**src/rtl/dtpmod_capture.sv**
```systemverilog
// Captures a byte from a two-digit multiplexed 7-segment PMOD bus: each digit
// pattern must hold steady before it is decoded and assembled into byte_out.
module dtpmod_capture #(
    parameter int STABLE_CYCLES = 4,
    parameter int TIMEOUT_BITS  = 12
) (
    input  logic       clk,
    input  logic       reset,
    input  logic [7:0] pmod,
    output logic [7:0] byte_out,
    output logic       valid,
    output logic       code_err,
    output logic       blank,
    output logic       stalled
);

    typedef enum logic {IDLE, HAVE_HI} state_t;

    localparam logic [3:0] STABLE_LAST = 4'(STABLE_CYCLES - 1);
    localparam logic [3:0] STABLE_SAT  = 4'(STABLE_CYCLES);
    localparam logic [TIMEOUT_BITS-1:0] TMAX  = '1;
    localparam logic [TIMEOUT_BITS-1:0] TNEAR = {{(TIMEOUT_BITS-1){1'b1}}, 1'b0};
    localparam logic [TIMEOUT_BITS-1:0] TONE  = TIMEOUT_BITS'(1);

    logic [7:0] sync1, sync2, sprev;
    logic [3:0] stable_cnt;
    logic       same, accept;
    logic [TIMEOUT_BITS-1:0] tcount;
    logic       last_sel, sel_change, timeout;
    logic       code_ok, code_blank;
    logic [3:0] nib;
    state_t     state, next_state;
    logic [3:0] hi, hi_next;
    logic [7:0] byte_next;
    logic       valid_next, err_next, blank_next;

    // Accept fires exactly once per stable run, the cycle the run length hits STABLE_CYCLES.
    assign same       = (sync2 == sprev);
    assign accept     = same && (stable_cnt == STABLE_LAST);
    assign sel_change = accept && (sync2[7] != last_sel);
    assign timeout    = (tcount == TMAX);

    always_ff @(posedge clk or posedge reset) begin
        if (reset) begin
            sync1      <= 8'hFF;
            sync2      <= 8'hFF;
            sprev      <= 8'hFF;
            stable_cnt <= 4'd0;
        end else begin
            sync1 <= pmod;
            sync2 <= sync1;
            sprev <= sync2;
            if (!same)
                stable_cnt <= 4'd0;
            else if (stable_cnt != STABLE_SAT)
                stable_cnt <= stable_cnt + 4'd1;
        end
    end

    // Segment patterns are active low; 7F is a dark digit.
    always_comb begin
        code_ok    = 1'b1;
        code_blank = 1'b0;
        nib        = 4'h0;
        case (sync2[6:0])
            7'b0000010: nib = 4'h0;
            7'b0101111: nib = 4'h1;
            7'b1000001: nib = 4'h2;
            7'b0000101: nib = 4'h3;
            7'b0101100: nib = 4'h4;
            7'b0010100: nib = 4'h5;
            7'b0010000: nib = 4'h6;
            7'b0001111: nib = 4'h7;
            7'b0000000: nib = 4'h8;
            7'b0001100: nib = 4'h9;
            7'b0001000: nib = 4'hA;
            7'b0110000: nib = 4'hB;
            7'b1110001: nib = 4'hC;
            7'b0100001: nib = 4'hD;
            7'b1010000: nib = 4'hE;
            7'b1011000: nib = 4'hF;
            7'b1111111: begin
                code_ok    = 1'b0;
                code_blank = 1'b1;
            end
            default: code_ok = 1'b0;
        endcase
    end

    always_ff @(posedge clk or posedge reset) begin
        if (reset) begin
            tcount   <= '0;
            stalled  <= 1'b0;
            last_sel <= 1'b1;
        end else begin
            if (accept)
                last_sel <= sync2[7];
            if (sel_change) begin
                tcount  <= '0;
                stalled <= 1'b0;
            end else begin
                if (tcount != TMAX)
                    tcount <= tcount + TONE;
                if (tcount >= TNEAR)
                    stalled <= 1'b1;
            end
        end
    end

    always_ff @(posedge clk or posedge reset) begin
        if (reset) begin
            state    <= IDLE;
            hi       <= 4'h0;
            byte_out <= 8'h00;
            valid    <= 1'b0;
            code_err <= 1'b0;
            blank    <= 1'b0;
        end else begin
            state    <= next_state;
            hi       <= hi_next;
            byte_out <= byte_next;
            valid    <= valid_next;
            code_err <= err_next;
            blank    <= blank_next;
        end
    end

    // A stalled bus drops any half-captured frame until the select toggles again.
    always_comb begin
        next_state = state;
        hi_next    = hi;
        byte_next  = byte_out;
        valid_next = 1'b0;
        err_next   = 1'b0;
        blank_next = blank;
        if (accept) begin
            if (!sync2[7]) begin
                next_state = IDLE;
                if (code_ok) begin
                    hi_next    = nib;
                    blank_next = 1'b0;
                    next_state = HAVE_HI;
                end else if (code_blank) begin
                    blank_next = 1'b1;
                end else begin
                    err_next   = 1'b1;
                    blank_next = 1'b0;
                end
            end else if (state == HAVE_HI) begin
                next_state = IDLE;
                if (code_ok) begin
                    byte_next  = {hi, nib};
                    valid_next = 1'b1;
                end else if (!code_blank) begin
                    err_next = 1'b1;
                end
            end
        end
        if (timeout && !sel_change)
            next_state = IDLE;
    end

endmodule
```
**config.mk**
```make
export PLATFORM = sky130hd
export DESIGN_NAME = dtpmod_capture
export DESIGN_NICKNAME = d
export VERILOG_FILES = /design/src/rtl/dtpmod_capture.sv
export SDC_FILE = /design/constraint.sdc
export NUM_CORES = 1
export LEC_CHECK = 0
export BUFFER_PORTS_ARGS = -buffer_cell sky130_fd_sc_hd__buf_4
export CORE_MARGIN = 1
export CORE_UTILIZATION = 29
export CTS_CLUSTER_DIAMETER = 80
export DETAILED_ROUTE_END_ITERATION = 6
export GPL_TIMING_DRIVEN = 0
export HOLD_SLACK_MARGIN = 0.03
export PLACE_DENSITY = 0.44
export SLEW_MARGIN = 20
export SYNTH_ARGS = -nofsm -noshare
export SYNTH_HDL_FRONTEND = slang
export SYNTH_SLANG_ARGS = --single-unit
```
**constraint.sdc**
```tcl
create_clock -name clk -period 3.1 [get_ports clk]
set_input_delay 0.155 -clock clk [delete_from_list [all_inputs] [get_ports clk]]
set_output_delay 0.155 -clock clk [all_outputs]
set_load 0.005 [all_outputs]
```
==> results of run 1 <==
==> worst max path at each step <==
stage / startpoint / endpoint / slack [ns] / depth (start not counted)
finish: sync2[4]$_DFF_PP1_ / byte_out[4]$_DFFE_PP0P_ / 0.38 / 6
global placement: sync2[4]$_DFF_PP1_ / byte_out[6]$_DFFE_PP0P_ / 0.32 / 6
global route: sync2[4]$_DFF_PP1_ / byte_out[7]$_DFFE_PP0P_ / 0.18 / 6
detailed placement: sync2[4]$_DFF_PP1_ / byte_out[6]$_DFFE_PP0P_ / 0.34 / 6
CTS: sync2[4]$_DFF_PP1_ / byte_out[6]$_DFFE_PP0P_ / 0.33 / 6
floorplan: sync2[4]$_DFF_PP1_ / byte_out[0]$_DFFE_PP0P_ / 0.79 / 5
==> layout make-up <==
type	count	area share (%)
clock inverters	4	3.50
multi-input cells	166	34.0
inverters	10	1.17
flip-flops and latches	58	43.2
well taps	111	4.05
repair buffers	31	7.80
plain buffers	9	1.46
clock buffers	12	4.81
==> cells in the final DEF (no fill, tap or decap), drive strengths merged, types with 7 or more instances in the layout <==
| cell | instances |
|---|---|
| dlygate4sd3 | 9 |
| nor3 | 10 |
| clkbuf | 15 |
| dfstp | 25 |
| buf | 28 |
| nor2 | 28 |
| o21ai | 9 |
| xnor2 | 10 |
| dfrtp | 33 |
| xor2 | 12 |
| nor2b | 7 |
| inv | 10 |
| mux2 | 9 |
| nand2 | 11 |
| nand3 | 9 |
==> sequential cells by signal, summed over array words and instances (netlist names), 4 cells and up <==
| register | cells |
|---|---|
| hi | 4 |
| sync2 | 8 |
| tcount | 12 |
| sync1 | 8 |
| stable_cnt | 4 |
| sprev | 8 |
| byte_out | 8 |
==> kinds of logic (layout without fill, tap and decap cells) <==
family	Yosys count	count (layout)
AND/OR/NAND/NOR	97	97
flip-flops	58	58
AO/OA/AOI/OAI	29	29
XOR/XNOR	22	22
buffers and inverters	19	66
multiplexers	14	14
adder cells (fa/ha/maj)	4	4
==> repair_timing <==
action / CTS / global route
endpoints found under the hold margin: 12 / 0
resized for setup: 0 / 0
hold buffers: 9 / 0
==> critical path, delay by kind of cell (launching register included) <==
family                 cells  cell delay [ns]
AO/OA/AOI/OAI              1             0.55
flip-flops                 1             0.59
XOR/XNOR                   1             0.12
buffers and inverters      1             0.36
multiplexers               1             0.39
AND/OR/NAND/NOR            2             0.60
==> per-stage QoR <==
step / util, % / instance area, um2
detailed placement: 33.2 / 3050
global route: 37.3 / 3430
CTS: 37.2 / 3420
finish: 37.3 / 3430
global placement: 32.9 / 3030
floorplan: - / 2730
==> power by group <==
group | switching [W] | internal (W) | total, W
sequential | 0.0000108 | 0.000786 | 0.000797
combinational | 0.0000571 | 0.0000421 | 0.0000992
clock | 0.000298 | 0.000682 | 0.000980
total | 0.000366 | 0.00151 | 0.00188
==> routing by layer <==
| layer | up-vias | share of wire [%] |
|---|---|---|
| met5 | - | 0 |
| met4 | 0 | 0.20 |
| met3 | 2 | 3.0 |
| met2 | 31 | 45 |
| met1 | 931 | 51 |
| li1 | 944 | - |
==> flow_summary.toml, run 1 <==
[placed_design]
dp_cells = 376
place_congestion = 0.783
preCtsSetupSlack_ns = 0.341
hpwl_um = 3740
portBuffers = 21

[logic_synthesis]
yosysSeqAreaShare_pct = 54.3
synth-seq-cells = 58
synth_area_leaders = "dfrtp_1, dfstp_2, nor2_1"
synth_top_family_by_area = "simple AND/OR/NAND/NOR gates"
ys_warn_count = 0
yosysTopAreaCellShare_pct = 30.2
syn_inst = 243
synth_largest_area_cell = "dfrtp_1"
synth_area_mm2 = 0.00273
synthMostInstantiatedCell = "dfrtp_1"
yosys-top-cells-count = "dfrtp_1, nor2_1, dfstp_2"
async_reset_ff_share_pct = 100
synth_compound_area_share_pct = 8.62
synth_xor_area_share_pct = 7.06
synth_nets = 257
synthMuxAreaShare_pct = 5.55
yosys.area_share.simple_pct = 19.4
synth_edf_count = 0
synthAdderAreaFrac_pct = 1.83
syn_avg_cell_area_um2 = 11.2
synth_cell_types = 48
synth_top_flop_cell = "dfrtp_1"

[flow_run]
drv_cap = 0

[hold_path]
hp-class = "in -> async"

[grt]
grt.busiest_layer = "met2"
grt.met3_usage_pct = 3.83
gr-usage-met1_pct = 17.1
grt_util_all_layers_pct = 12.2
overflow = 0
antenna_found_initial = 0
grt_pass1_vias = 1847
grt_pass1_wl_um = 9250
grt_max_degree = 33
grt_util_met2_pct = 17.5

[critical_path]
crit_required_ns = 3.31
end_kind = "flip-flop"
r2r_cells = 6
crit_chain = "clkbuf_1, xor2_1, nor2_1, nand4_1, a311oi_4, mux2_2"
rrSetupSlack_ns = 0.38
slowest_delay_ns = 0.59
critPathLaunchType = "flip-flop"
crit_slowest_cell = "dfstp_2"
r2r-start = "sync2[4]$_DFF_PP1_"
reg2reg_to = "byte_out[4]$_DFFE_PP0P_"
worst-setup-path-type = "reg -> reg"
cp_max_fo = 10
arrival_ns = 2.93

[power_and_ir_drop]
irDropWorstVdd_uv = 293
power_w = 0.00188
leakagePower_nw = 1.46
p_per_area_mw_per_mm2 = 547

[cts]
cts-root-buf = "clkbuf_8"
cts_buffers = 9
clock-sinks = 58
clk_pin_slew_ns = 0.07
cts_tree = "built"
clockBufferDepth = 2
htreeDepth = 3
clk_latency_ns = 0.33
cts_setup_buffers = 0

[layout]
layout.cells.non_filler = 401
drive_gt1_share_pct = 29.3
multi_input_area_mm2 = 0.00117
nFillCells = 920
ff_latch_area_mm2 = 0.00148
nets = 299
diodes = 0
syn_to_final_growth_pct = 25.7

[detailed_routing]
vias = 1908
drt_pass1_iterations = 4
routedWlPerCell_um = 13.4
viasPerCell = 4.76
drtAntennaViolNets = 0
wl_um = 5390
drtIter0Drc = 53
drcViolationCount = 0

[die]
io_pins = 22
coreArea_mm2 = 0.00920
initial_core_util_pct = 29.7
die_w_um = 99.0
die-height_um = 99.0
die-area_mm2 = 0.00981
placementRows = 35

[timing]
fin_hold_ws_ns = 0.350
fin_ws_ns = 0.383
drv_slew = 0
rsz0062_at_grt = "no"
finalHoldViolations = 0
max_freq_ghz = 0.368
fin_crit_ns = 2.72
slew_headroom_pct = 56.8
setup_viol = 0
period_share_pct = 87.6
clock_skew_ns = 0.0127
worstMarginPinSlew_ns = 0.643
tns_ns = 0

[status]
status = "completed"
(Power assumes the default switching activity.)
==> inputs of run 2 (changes only) <==
--- a/config.mk
+++ b/config.mk
@@ -6,11 +6,11 @@
 export NUM_CORES = 1
 export LEC_CHECK = 0
 export BUFFER_PORTS_ARGS = -buffer_cell sky130_fd_sc_hd__buf_4
+export CORE_ASPECT_RATIO = 1.1
 export CORE_MARGIN = 1
 export CORE_UTILIZATION = 29
 export CTS_CLUSTER_DIAMETER = 80
 export DETAILED_ROUTE_END_ITERATION = 6
-export GPL_TIMING_DRIVEN = 0
 export HOLD_SLACK_MARGIN = 0.03
 export PLACE_DENSITY = 0.44
 export SLEW_MARGIN = 20
==> flow_summary.toml, run 2 (synthesis gave the netlist of run 1 again) <==
[power_and_ir_drop]
p_seq_share_pct = 52.8
p_clk_share_pct = 42.3
irDropWorstVdd_uv = 181
p_sw_w = 0.000377
p_per_area_mw_per_mm2 = 470
power_w = 0.00154
power_frac_comb_pct = 4.9
p_int_w = 0.00116
switching_share_pct = 24.5
leakagePower_nw = 1.38

[layout]
multi_input_area_mm2 = 0.00116
layout_commonest_cell = "dfrtp_1"
largest_register_ffs = 12
diodes = 0
ff_latch_area_mm2 = 0.00148
syn_to_final_growth_pct = 19.8
layout.cells.non_filler = 396
largest_register = "tcount"
nets = 291
nFillCells = 921
final_cell_mix = "dfrtp_1, nor2_1, dfstp_2, buf_4, xor2_1"
drive_gt1_share_pct = 28.0
fin_area_mm2 = 0.00327

[die]
die-height_um = 104
die_w_um = 94.5
io_pins = 22
initial_core_util_pct = 30.3
die-area_mm2 = 0.00981
coreArea_mm2 = 0.00901
placementRows = 36

[cts]
clk_latency_ns = 0.33
clock-sinks = 58
cts-root-buf = "clkbuf_8"
cts_buffers = 9
cts_tree = "built"
cts_setup_buffers = 0
clockBufferDepth = 2
clk_pin_slew_ns = 0.07
htreeDepth = 3

[critical_path]
crit_required_ns = 3.32
end_kind = "flip-flop"
slowest_delay_ns = 0.74
worst-setup-path-type = "reg -> reg"
crit_chain = "xor2_1, nor4_2, nand4_1, a311oi_4, mux2_2"
critPathLaunchType = "flip-flop"
arrival_ns = 2.85
r2r_cells = 5
crit_slowest_cell = "dfstp_2"
cp_max_fo = 18

[timing]
drv_slew = 0
finalHoldViolations = 0
max_freq_ghz = 0.381
clock_skew_ns = 0.0113
slew_headroom_pct = 41.6
period_share_pct = 84.8
fin_crit_ns = 2.63
setup_viol = 0
tns_ns = 0
worstMarginPinSlew_ns = 0.874
rsz0062_at_grt = "no"

[placed_design]
dp_cells = 372
detailed_place.area_mm2 = 0.00300
place_congestion = 0.744
portBuffers = 21
hpwl_um = 3630

[grt]
grt.met3_usage_pct = 3.89
grt_util_all_layers_pct = 12.0
gr-usage-met1_pct = 16.1
grt.busiest_layer = "met2"
grt_util_met2_pct = 17.9
grt_max_degree = 42
grt_pass1_wl_um = 9100
grt_pass1_vias = 1848
antenna_found_initial = 0
overflow = 0

[hold_path]
hp-class = "in -> async"

[detailed_routing]
viasPerCell = 4.74
drt_pass1_iterations = 4
drtAntennaViolNets = 0
vias = 1877
drcViolationCount = 0
routedWlPerCell_um = 13.5
drtIter0Drc = 79
wl_um = 5360

[flow_run]
drv_cap = 0

[status]
status = "completed"
run 2: cell count changes in the layout (fill, tap and decap cells not counted), sizes merged:
cell,change
inv,+1
buf,-4
bufinv,-4
dlygate4sd3,-1
clkinvlp,+1
clkbuf,-4
clkinv,+3
run 2: layout make-up:
cell class / instances / area share, %
tap: 114 / 4.36
inverter: 10 / 1.15
clock inverter: 5 / 1.11
sequential: 58 / 45.3
clock buffer: 11 / 4.67
timing repair buffer: 32 / 7.95
multi-input combinational: 166 / 35.4
run 2: final timing paths:
path,start,end,slack [ns]
min in group clk,sync1[5]$_DFF_PP1_,sync2[5]$_DFF_PP1_,0.36
setup / recovery,sync2[6]$_DFF_PP1_,byte_out[1]$_DFFE_PP0P_,0.47
hold / removal,reset,tcount[5]$_DFFE_PP0P_,0.01
max in group asynchronous,reset,sync2[6]$_DFF_PP1_,2.27
hold reg to reg,sync1[5]$_DFF_PP1_,sync2[5]$_DFF_PP1_,0.36
setup reg to reg,sync2[6]$_DFF_PP1_,byte_out[1]$_DFFE_PP0P_,0.47
run 2: stage by stage:
step / hold WS (ns) / utilization (%) / setup slack (ns)
floorplan: 0.159 / - / 0.792
global placement: 0.264 / 33.3 / 0.464
detailed placement: 0.264 / 33.3 / 0.427
CTS: 0.0351 / 36.3 / 0.423
global route: 0.0761 / 36.3 / 0.278
finish: 0.0120 / 36.3 / 0.472
run 2: power by group through the flow:
stage	Combinational [W]	Clock, W	Sequential [W]
floorplan	0.0000624	0	0.000807
global placement	0.0000702	0	0.000825
detailed placement	0.0000701	0	0.000825
CTS	0.0000779	0.000685	0.000812
global route	0.0000854	0.000713	0.000815
finish	0.0000756	0.000651	0.000812
run 2: layer usage:
metal  share of wire [%]  vias up
li1                    -      927
met1                  50      911
met2                  46       35
met3                 3.0        4
met4                0.95        0
met5                   0        -
run 2: critical path, delay by kind of cell (launching register included):
family | cells | cell delay, ns
AND/OR/NAND/NOR | 2 | 0.73
AO/OA/AOI/OAI | 1 | 0.53
XOR/XNOR | 1 | 0.13
flip-flops | 1 | 0.74
multiplexers | 1 | 0.39
run 2: timing repair:
item / CTS / global route
hold buffers: 8 / 0
endpoints found under the hold margin: 8 / 0
gates resized for setup: 0 / 0
